[config.mk]
export PLATFORM = sky130hd
export DESIGN_NAME = regfile_wb_arbiter
export DESIGN_NICKNAME = d
export VERILOG_FILES = /design/src/rtl/regfile_wb_arbiter_pkg.sv /design/src/rtl/regfile_wb_arbiter_wb_fifo.sv /design/src/rtl/regfile_wb_arbiter.sv
export SDC_FILE = /design/constraint.sdc
export NUM_CORES = 1
export LEC_CHECK = 0
export CORE_MARGIN = 4
export CORE_UTILIZATION = 53
export DETAILED_ROUTE_END_ITERATION = 8
export PLACE_DENSITY = 0.81
export SLEW_MARGIN = 20
export SYNTH_ARGS = -nofsm -noshare
export SYNTH_HDL_FRONTEND = slang
export SYNTH_SLANG_ARGS = --single-unit
[constraint.sdc]
create_clock -name clk -period 5.5 [get_ports clk]
set_clock_uncertainty 0.15 [all_clocks]
set_input_delay 0.825 -clock clk [delete_from_list [all_inputs] [get_ports clk]]
set_output_delay 0.825 -clock clk [all_outputs]
set_load 0.05 [all_outputs]
[src/rtl/regfile_wb_arbiter_pkg.sv]
// Shared constants, the FIFO entry layout and a small decode helper.
package regfile_wb_arbiter_pkg;

  localparam int XLEN       = 32;
  localparam int REG_ADDR_W = 5;
  localparam int REG_NUM    = 32;

  localparam logic ENABLE  = 1'b1;
  localparam logic DISABLE = 1'b0;

  // One buffered register write.
  typedef struct packed {
    logic [REG_ADDR_W-1:0] rd;
    logic [XLEN-1:0]       data;
  } wb_entry_t;

  // Which FIFO head owns the write port this cycle.
  typedef enum logic [1:0] {
    GRANT_NONE = 2'd0,
    GRANT_ALU  = 2'd1,
    GRANT_MEM  = 2'd2
  } grant_e;

  // One-hot decode of a destination register number.
  function automatic logic [REG_NUM-1:0] rd_onehot(input logic [REG_ADDR_W-1:0] rd);
    logic [REG_NUM-1:0] v;
    v     = '0;
    v[rd] = 1'b1;
    return v;
  endfunction

endpackage

[src/rtl/regfile_wb_arbiter_wb_fifo.sv]
// Synchronous FIFO of {rd, data} write-back entries. Pointers carry one
// extra wrap bit so full and empty are distinguishable without a counter.
// Per-entry valid bits and rd fields are exported for the pending decode.
module wb_fifo
  import regfile_wb_arbiter_pkg::*;
#(
  parameter int DEPTH = 2
) (
  input  logic                                clk,
  input  logic                                rst,
  input  logic                                push,
  input  wb_entry_t                           push_entry,
  input  logic                                pop,
  output logic                                full,
  output logic                                empty,
  output wb_entry_t                           head,
  output logic [DEPTH-1:0]                    entry_valid,
  output logic [DEPTH-1:0][REG_ADDR_W-1:0]    entry_rd
);

  localparam int AW = $clog2(DEPTH);

  logic [AW:0] wr_ptr;
  logic [AW:0] rd_ptr;
  logic [AW:0] count;
  logic        do_push;
  logic        do_pop;
  wb_entry_t   mem_q [DEPTH];

  assign full    = (wr_ptr[AW] != rd_ptr[AW]) && (wr_ptr[AW-1:0] == rd_ptr[AW-1:0]);
  assign empty   = (wr_ptr == rd_ptr);
  assign do_push = push && !full;
  assign do_pop  = pop && !empty;
  assign count   = wr_ptr - rd_ptr;
  assign head    = mem_q[rd_ptr[AW-1:0]];

  // Pointer update; reset empties the FIFO asynchronously.
  always_ff @(posedge clk or negedge rst) begin
    if (!rst) begin
      wr_ptr <= '0;
      rd_ptr <= '0;
    end else begin
      if (do_push) wr_ptr <= wr_ptr + 1'b1;
      if (do_pop)  rd_ptr <= rd_ptr + 1'b1;
    end
  end

  // Entry storage; contents are only meaningful while the slot is valid.
  always_ff @(posedge clk) begin
    if (do_push) mem_q[wr_ptr[AW-1:0]] <= push_entry;
  end

  // A slot is live when its distance from the read pointer is below the count.
  always_comb begin
    logic [AW-1:0] off;
    entry_valid = '0;
    entry_rd    = '0;
    off         = '0;
    for (int i = 0; i < DEPTH; i++) begin
      off            = AW'(i) - rd_ptr[AW-1:0];
      entry_valid[i] = ({1'b0, off} < count);
      entry_rd[i]    = mem_q[i].rd;
    end
  end

endmodule

[src/rtl/regfile_wb_arbiter.sv]
// Write-back arbiter for the register file's single write port. Buffers
// ALU and memory/multiply writes in per-requester FIFOs, grants one head
// per cycle (ALU first, memory forced after STARVE_LIMIT denials) and
// exports a mask of registers with writes still buffered.
//
// Handshake: a requester's entry is taken at a rising clk edge where its
// valid and ready are both 1; ready depends only on FIFO fullness and is
// held low during reset and until the first edge after release.
module regfile_wb_arbiter
  import regfile_wb_arbiter_pkg::*;
#(
  parameter int DEPTH        = 2,
  parameter int STARVE_LIMIT = 4
) (
  input  logic                  clk,
  input  logic                  rst,
  input  logic                  alu_valid,
  input  logic [REG_ADDR_W-1:0] alu_rd,
  input  logic [XLEN-1:0]       alu_data,
  output logic                  alu_ready,
  input  logic                  mem_valid,
  input  logic [REG_ADDR_W-1:0] mem_rd,
  input  logic [XLEN-1:0]       mem_data,
  output logic                  mem_ready,
  output logic                  reg_we,
  output logic [REG_ADDR_W-1:0] dstreg_num,
  output logic [XLEN-1:0]       dstreg_data,
  output logic [REG_NUM-1:0]    pending_mask
);

  localparam int SW = $clog2(STARVE_LIMIT + 1);
  localparam logic [SW-1:0] LIMIT = SW'(STARVE_LIMIT);

  logic                             rdy_en;
  logic                             alu_push, alu_pop, alu_full, alu_empty;
  logic                             mem_push, mem_pop, mem_full, mem_empty;
  wb_entry_t                        alu_in, mem_in, alu_head, mem_head;
  logic [DEPTH-1:0]                 alu_ev, mem_ev;
  logic [DEPTH-1:0][REG_ADDR_W-1:0] alu_erd, mem_erd;
  logic [SW-1:0]                    starve_cnt, starve_d;
  grant_e                           grant;

  assign alu_ready = rdy_en && !alu_full;
  assign mem_ready = rdy_en && !mem_full;

  // Writes to x0 are accepted but never buffered.
  assign alu_push = alu_valid && alu_ready && (alu_rd != '0);
  assign mem_push = mem_valid && mem_ready && (mem_rd != '0);
  assign alu_in   = '{rd: alu_rd, data: alu_data};
  assign mem_in   = '{rd: mem_rd, data: mem_data};
  assign alu_pop  = (grant == GRANT_ALU);
  assign mem_pop  = (grant == GRANT_MEM);

  wb_fifo #(.DEPTH(DEPTH)) u_alu_fifo (
    .clk(clk), .rst(rst), .push(alu_push), .push_entry(alu_in), .pop(alu_pop),
    .full(alu_full), .empty(alu_empty), .head(alu_head),
    .entry_valid(alu_ev), .entry_rd(alu_erd)
  );

  wb_fifo #(.DEPTH(DEPTH)) u_mem_fifo (
    .clk(clk), .rst(rst), .push(mem_push), .push_entry(mem_in), .pop(mem_pop),
    .full(mem_full), .empty(mem_empty), .head(mem_head),
    .entry_valid(mem_ev), .entry_rd(mem_erd)
  );

  // Ready enable: low in reset, rises on the first edge after release.
  always_ff @(posedge clk or negedge rst) begin
    if (!rst) rdy_en <= 1'b0;
    else      rdy_en <= 1'b1;
  end

  // Grant: ALU wins ties unless memory has been denied STARVE_LIMIT times.
  always_comb begin
    grant = GRANT_NONE;
    if (!mem_empty && (alu_empty || starve_cnt == LIMIT)) grant = GRANT_MEM;
    else if (!alu_empty)                                  grant = GRANT_ALU;
  end

  // Drive the register file write port from the granted head.
  always_comb begin
    reg_we      = DISABLE;
    dstreg_num  = '0;
    dstreg_data = '0;
    if (grant == GRANT_ALU) begin
      reg_we      = ENABLE;
      dstreg_num  = alu_head.rd;
      dstreg_data = alu_head.data;
    end else if (grant == GRANT_MEM) begin
      reg_we      = ENABLE;
      dstreg_num  = mem_head.rd;
      dstreg_data = mem_head.data;
    end
  end

  // Starvation counter next value: counts ALU wins over a waiting memory head.
  always_comb begin
    starve_d = starve_cnt;
    if (mem_empty || grant == GRANT_MEM)
      starve_d = '0;
    else if (grant == GRANT_ALU && starve_cnt != LIMIT)
      starve_d = starve_cnt + SW'(1);
  end

  // Starvation counter register.
  always_ff @(posedge clk or negedge rst) begin
    if (!rst) starve_cnt <= '0;
    else      starve_cnt <= starve_d;
  end

  // Pending mask: OR of the one-hot rd of every live entry in both FIFOs.
  always_comb begin
    pending_mask = '0;
    for (int i = 0; i < DEPTH; i++) begin
      if (alu_ev[i]) pending_mask = pending_mask | rd_onehot(alu_erd[i]);
      if (mem_ev[i]) pending_mask = pending_mask | rd_onehot(mem_erd[i]);
    end
    pending_mask[0] = 1'b0;
  end

endmodule

==> impl.org, run 1 <==
** Placed design
- At the placement stage, the worst setup path has a slack of 1.21 ns.
- During placement, the flow inserted port buffers numbering 148.
- DPL Wire Length :: 14000 um
- At the end of routability-driven placement, the weighted congestion stood at 0.962.

** Floorplanning
- Number of placed I/O pins :: 150
- Number of placement rows :: 44
- Die extent in y :: 130 um
- The floorplan step defined a core boundary enclosing 14600 um^2.
- Once the floorplan was initialized, standard cells occupied 54.2% of the core.
- Die X :: 130 um
- The die covers 16900 um^2.

** Timing
- Slew HR :: 32.7%
- Upper clock frequency limit :: 223 MHz
- The hold violation count in the final report was 0.
- Worst hold slack :: 0.326 ns
- The worst path uses 81.5% of the clock period.
- The number of slew-limit violations in the final report was 0.
- Unrepaired setup endpoints after global routing :: false
- Final setup TNS :: 0 ns
- Setup violations remaining at the end of the flow were counted as 0.
- At the pin with the least slew margin, the transition time is 1.01 ns.
- The worst path in the final design needs a cycle of 4.48 ns, including I/O delays and setup.
- Worst path setup slack after routing :: 1.02 ns

** Synthesis
- Synthesis handed over a netlist of 629 instances.
- Sequential element share of the synthesized area :: 60.0%
- Count of unique library cells instantiated by Yosys :: 35
- Synthesized Nets :: 715
- By count the netlist is led by 148 x sky130_fd_sc_hd__edfxtp_1, 124 x sky130_fd_sc_hd__nand3_1, 75 x sky130_fd_sc_hd__mux2i_1, 45 x sky130_fd_sc_hd__nand2_1, 37 x sky130_fd_sc_hd__mux2_2.
- In this run, synthesis inferred 148 flip-flops with an integrated enable.
- By area the synthesized netlist is led by sky130_fd_sc_hd__edfxtp_1 56%, sky130_fd_sc_hd__mux2i_1 9.5%, sky130_fd_sc_hd__nand3_1 7.8%.
- Of all cell types, the one taking the most synthesized area is sky130_fd_sc_hd__edfxtp_1.
- Counting flops and latches in the post-synthesis netlist gives 160.
- Most repeated cell in the gate-level netlist after synthesis :: sky130_fd_sc_hd__edfxtp_1
- Synth Flop Type :: sky130_fd_sc_hd__edfxtp_1
- The mapped netlist covers 7910 um^2.
- Share of synthesized registers carrying an async set or reset :: 7.50%
- After synthesis, the largest area contributor takes up 56.2% of total cell area.
- Yosys synthesis warning count :: 0
- The average instance in the mapped netlist occupies 12.6 um^2.

** Clocking
- Clock transition at the register clock pins on the worst setup and hold paths after CTS :: 0.06 ns
- In this run the deepest clock path goes through 2 buffers.
- The tree is rooted in a sky130_fd_sc_hd__clkbuf_16.
- Clock buffers created by TritonCTS :: 17
- The H-tree was split into 4 levels.
- TritonCTS clock tree :: built
- Buffers inserted to repair hold after CTS numbered 0.
- Once the clock tree was built, the resizer swapped 0 gates to a different size.
- Worst-skew pair later-pin latency :: 0.42 ns
- The number of setup buffers added after CTS is 0.
- The clock net in this run drives a total of 160 sinks.

** Setup path
- Data arrives at the worst endpoint at 3.51 ns.
- The critical path in this run is classified as reg -> out.
- Data required, critical path :: 4.53 ns
- The worst setup path is launched from a flip-flop.
- Max Fanout on Critical Path :: 31
- Worst Setup End Kind :: primary output

** Global route
- Global Route Usage Sum :: 24.4%
- The via count of the first global-routing pass is 5826.
- Pin count of the biggest net entering global routing :: 39
- Global-route congestion overflow total :: 0
- First-pass GRT wire length :: 31300 um
- The number of antenna violations at the first check in global routing came to 0.

** Final layout
- Proportion of layout cells with a drive suffix above 1 :: 16.3%
- From synthesis to final layout, the design area changed by 29.0%.
- The filler cells instantiated in the layout total 979.
- Final #Nets :: 839
- Diode count :: 0

** Min path
- The worst hold path belongs to the class reg -> reg.

** Routing
- In this run, the number of DRC markers left after iteration 0 of detailed routing was 743.
- After detailed routing, the number of remaining DRC violations is 0.
- In the final routed layout, each cell accounts on average for 21.7 um.
- First-pass DRT Iterations :: 6
- Across all layers, the routed design uses 5810 vias.
- Antenna Violating Nets Remaining :: 0
- Vias per cell :: 6.12
- Total wirelength of the detailed-routed design :: 20700 um

** Job
- Number of max-capacitance violations reported :: 0

** Run status
- The run finished with clean final reports.
## metrics by stage
step | util (%) | area [um^2] | instances
2_1_floorplan | - | 7910 | 629
3_3_place_gp | 65.9 | 9620 | 918
3_5_place_dp | 65.9 | 9620 | 918
4_1_cts | 69.9 | 10200 | 950
5_1_grt | 69.9 | 10200 | 950
6_report | 69.9 | 10200 | 950
## final cells by class
| class | count | area [um^2] | share of cell area (%) |
|---|---|---|---|
| clock inverter | 15 | 151 | 1.48 |
| tap | 184 | 230 | 2.26 |
| clock buffer | 17 | 425 | 4.17 |
| sequential | 160 | 4750 | 46.5 |
| multi-input combinational | 408 | 2890 | 28.3 |
| timing repair buffer | 156 | 1720 | 16.9 |
| inverter | 10 | 37.5 | 0.368 |
## kinds of logic (layout without fill, tap and decap cells)
kind of cell,count (synthesis),after routing,synth area share (%)
xor gates and xnor gates,10,10,1.46
adders and majority gates,8,8,1.27
DFF,160,160,60.0
and+or+nand+nor,266,266,17.7
other,2,2,0.0949
buffers and inverters,61,198,3.89
muxes,112,112,14.8
AOI/OAI and AO/OA,10,10,0.854
## cell usage in the layout, fill, tap and decap left out, types with 3 or more instances in the layout
cell	synthesis	routed
sky130_fd_sc_hd__inv_1	10	10
sky130_fd_sc_hd__clkdlybuf4s50_1	0	111
sky130_fd_sc_hd__nand2b_2	0	4
sky130_fd_sc_hd__xnor2_1	6	6
sky130_fd_sc_hd__clkbuf_16	0	17
sky130_fd_sc_hd__o21ai_0	7	7
sky130_fd_sc_hd__nor3b_1	12	12
sky130_fd_sc_hd__and3b_1	7	7
sky130_fd_sc_hd__and2_1	6	6
sky130_fd_sc_hd__dfrtp_1	12	10
sky130_fd_sc_hd__buf_12	2	22
sky130_fd_sc_hd__nand2_1	45	45
sky130_fd_sc_hd__inv_8	0	5
sky130_fd_sc_hd__mux2_2	37	37
sky130_fd_sc_hd__nor3_2	0	4
sky130_fd_sc_hd__edfxtp_1	148	148
sky130_fd_sc_hd__mux2i_1	75	75
sky130_fd_sc_hd__nand3_1	124	124
sky130_fd_sc_hd__and3_1	4	4
sky130_fd_sc_hd__clkinv_4	0	3
sky130_fd_sc_hd__nor3_1	9	5
sky130_fd_sc_hd__nand4_1	31	31
sky130_fd_sc_hd__buf_4	3	23
sky130_fd_sc_hd__nor2_1	10	10
sky130_fd_sc_hd__nor2b_1	8	8
sky130_fd_sc_hd__clkinv_2	0	3
sky130_fd_sc_hd__ha_1	8	8
## per-layer routing
layer	global-route usage, %	share of wire, %	wire length [um]	up-vias
met5	0	0	0	-
met4	9.17	2.7	556	0
met3	5.81	9.2	1910	62
met2	39.8	48	9990	368
met1	32.0	40	8210	2780
li1	-	-	-	2600
## worst paths after layout
check | from | to | slack (ns) | cells after the start
worst min register to register | starve_cnt[0] | starve_cnt[0] | 0.33 | 1
worst max-delay path | u_alu_fifo.rd_ptr[0] | pending_mask[28] | 1.02 | 6
max in group asynchronous | rst | u_alu_fifo.rd_ptr[0] | 4.18 | 1
worst max register to register | u_alu_fifo.rd_ptr[0] | u_alu_fifo.mem_q[1][23] | 2.02 | 7
min in group asynchronous | rst | u_alu_fifo.wr_ptr[1] | 0.62 | 1
worst min-delay path | starve_cnt[0] | starve_cnt[0] | 0.33 | 1
## worst max-delay path: stages (launching register included)
cell and delay, ns:
sky130_fd_sc_hd__dfrtp_2 0.68, sky130_fd_sc_hd__ha_1 0.25, sky130_fd_sc_hd__xnor3_1 0.37, sky130_fd_sc_hd__nand2b_2 0.51, sky130_fd_sc_hd__nand3_1 0.26, sky130_fd_sc_hd__nand4_1 0.19
sky130_fd_sc_hd__clkdlybuf4s50_1 0.82
## state kept, by name, indices dropped and copies added, names as in the netlist
register	cells
u_alu_fifo.rd_ptr	2
u_alu_fifo.wr_ptr	2
u_mem_fifo.rd_ptr	2
rdy_en	1
u_mem_fifo.wr_ptr	2
u_alu_fifo.mem_q	74
u_mem_fifo.mem_q	74
starve_cnt	3
Power of run 1 is left out: the tool's default activity adds up to more than one toggle a clock period on the data nets, which glitch-free logic cannot reach.
==> run 2, diff against run 1 <==
==> constraint.sdc (replaced) <==
create_clock -name clk -period 4.3 [get_ports clk]
set_clock_uncertainty 0.15 [all_clocks]
set_input_delay 0.645 -clock clk [delete_from_list [all_inputs] [get_ports clk]]
set_output_delay 0.645 -clock clk [all_outputs]
set_load 0.05 [all_outputs]
==> run 2 against run 1 <==
  * Sequential cell count unchanged
  * Worst setup slack worse by 0.53 ns
  * Final cell count up 0.63%
  * Die area is the same
  * First-iteration DRC count shrank 31%
  * Cell area increased by 1.7%
  * Critical path depth unchanged
  * Sequential share of layout area decreased by 0.78 points
  * Worst hold slack gained 0.0047 ns
  * Highest routed layer unchanged
==> impl.org, run 2 (synthesis gave the netlist of run 1 again) <==
** Run status
- Result of the run :: finished clean (unchanged)

** Floorplanning
- The standard-cell row count was 44 (unchanged).
- Placeable core area :: 14600 um^2 (unchanged)
- The count of boundary I/O pins came to 150 (unchanged).
- The starting utilization of the core area came to 54.2% (unchanged).
- The height of the die was 130 um (unchanged).
- Die area :: 16900 um^2 (unchanged)
- Die X :: 130 um (unchanged)

** Setup path
- The startpoint kind of the worst setup timing path is a flip-flop (unchanged).
- Signal arrival time at the worst endpoint :: 3.02 ns (was 3.51 ns)
- Data required, critical path :: 3.50 ns (was 4.53 ns)
- Worst Setup End Kind :: primary output (unchanged)
- The classification of the worst setup path was reg -> out (unchanged).
- The highest fanout seen on the critical path came to 14 (was 31).

** Final layout
- The count of placed standard cells in the final layout, fillers left out was 956 (was 950).
- Most frequent cells in the layout: 148 x sky130_fd_sc_hd__edfxtp_1, 124 x sky130_fd_sc_hd__nand3_1, 80 x sky130_fd_sc_hd__clkdlybuf4s50_1 (was 148 x sky130_fd_sc_hd__edfxtp_1, 124 x sky130_fd_sc_hd__nand3_1, 111 x sky130_fd_sc_hd__clkdlybuf4s50_1).
- Diode count :: 0 (unchanged)
- The commonest non-fill, non-tap cell in the layout is sky130_fd_sc_hd__edfxtp_1 (unchanged).
- Final #Nets :: 845 (was 839)
- The layout-stage area growth over the synthesis result came to 31.2% (was 29.0%).
- Proportion of layout cells with a drive suffix above 1 :: 20.3% (was 16.3%)

** Timing
- Final setup TNS :: 0 ns (unchanged)
- The pin slew with the least headroom to its limit came to 0.987 ns (was 1.01 ns).
- Unrepaired setup endpoints after global routing: false (unchanged).
- Worst path setup slack after routing :: 0.487 ns (was 1.02 ns)
- The worst-case headroom to the max-slew limit came to 34.1% (was 32.7%).
- Number of hold violations in the final report :: 0 (unchanged)
- Upper clock frequency limit :: 262 MHz
- Final critical-path required period :: 3.81 ns
- The number of endpoints failing setup at the final stage was 0 (unchanged).
- Max-slew violation total from the final report :: 0 (unchanged)
- The worst path uses 88.7% of the clock period.

** Clocking
- The maximum clock path buffer count was 2 (unchanged).
- The number of levels the H-tree was split into came to 4 (unchanged).
- The register clock-pin slew on the reported worst setup and hold paths is 0.06 ns (about the same).
- The clock tree from TritonCTS is built (unchanged).
- Post CTS Setup Buffer Count :: 0 (unchanged)
- The buffer type at the clock tree root was sky130_fd_sc_hd__clkbuf_16 (unchanged).
- Worst-skew pair later-pin latency :: 0.42 ns (about the same)
- The number of gates resized after cts came to 0 (unchanged).
- The sink count of the clock tree was 160 (unchanged).
- The clock buffer count from CTS came to 17 (unchanged).
- Hold-fix buffers, CTS :: 0 (unchanged)

** Routing
- The via count came to 5787 (was 5810).
- DRT iter0 DRCs :: 510 (was 743)
- First-pass DRT Iterations :: 5 (was 6)
- The final routed wire length divided by cell count is 22.7 um (was 21.7 um).
- The via count normalized by instance count came to 6.05 (was 6.12).
- Total wirelength of the detailed-routed design :: 21700 um (was 20700 um)
- The residual DRC count came to 0 (unchanged).
- The final antenna-violating net count came to 0 (unchanged).

** Placed design
- The routability congestion estimate is 0.894 (was 0.962).
- The port buffer count is 148 (unchanged).
- The placed wire-length estimate is 14600 um (was 14000 um).
- The number of instances in the placed design was 924 (was 918).
- Setup Slack @ Placement :: 0.887 ns (was 1.21 ns)

** Global route
- Global Route Usage Sum :: 26.1% (was 24.4%)
- Global-route congestion overflow total :: 0 (unchanged)
- The largest net degree at the start of global routing was 42 (was 39).
- Via count of the first global-routing pass :: 6050 (was 5826)
- The global-route wire length before repair came to 33200 um (was 31300 um).
- The number of antenna violations at the first check in global routing was 0 (unchanged).

** Min path
- The classification of the worst-slack hold path was reg -> reg (unchanged).

** Job
- The max-cap violation count came to 0 (unchanged).
[run 2: cell count changes in the layout (fill, tap and decap cells not counted), sizes merged]
cell / before / now
clkbuf: 17 / 18
buf: 45 / 82
clkdlybuf4s50: 111 / 80
clkinvlp: 2 / 3
clkinv: 6 / 4
[run 2: layout make-up]
| cell class | instances | area (um^2) |
|---|---|---|
| inverter | 10 | 37.5 |
| clock buffer | 18 | 429 |
| fill | 981 | 4210 |
| tap | 184 | 230 |
| timing repair buffer | 162 | 1890 |
| multi-input combinational | 408 | 2890 |
| clock inverter | 14 | 151 |
| sequential | 160 | 4750 |
[run 2: path summary, 6_finish.rpt]
check | start | to | slack [ns] | depth (start not counted)
worst max-delay path | u_alu_fifo.rd_ptr[0] | alu_ready | 0.49 | 6
worst min-delay path | starve_cnt[0] | starve_cnt[0] | 0.33 | 1
worst max register to register | u_alu_fifo.rd_ptr[0] | u_alu_fifo.mem_q[1][1] | 1.34 | 6
worst min register to register | starve_cnt[0] | starve_cnt[0] | 0.33 | 1
max in group asynchronous | rst | u_mem_fifo.rd_ptr[0] | 3.12 | 1
min in group asynchronous | rst | u_mem_fifo.wr_ptr[0] | 0.45 | 1
[run 2: layer usage]
metal	track usage, %	routed length (um)	part of all wire, %	vias to the layer above
met1	35.3	8990	41	2818
met4	8.80	254	1.2	0
li1	-	-	-	2630
met5	0	0	0	-
met2	41.2	10500	48	313
met3	6.88	1930	8.9	26
[run 2: per-stage QoR]
stage	hold WS (ns)	utilization, %	cell area (um^2)
3_5_place_dp	0.317	67.2	9800
2_1_floorplan	0.199	-	7920
5_1_grt	0.372	71.1	10400
6_report	0.330	71.1	10400
4_1_cts	0.325	71.1	10400
3_3_place_gp	0.304	67.2	9800
[run 2: critical path, cell delays in order (launching register included)]
cell                              delay [ns]
sky130_fd_sc_hd__dfrtp_2                0.56
sky130_fd_sc_hd__inv_1                  0.08
sky130_fd_sc_hd__ha_1                   0.31
sky130_fd_sc_hd__inv_1                  0.04
sky130_fd_sc_hd__o21ai_0                0.63
sky130_fd_sc_hd__inv_1                  0.22
sky130_fd_sc_hd__clkdlybuf4s50_1        0.76
Power of run 2 is left out for the same reason.
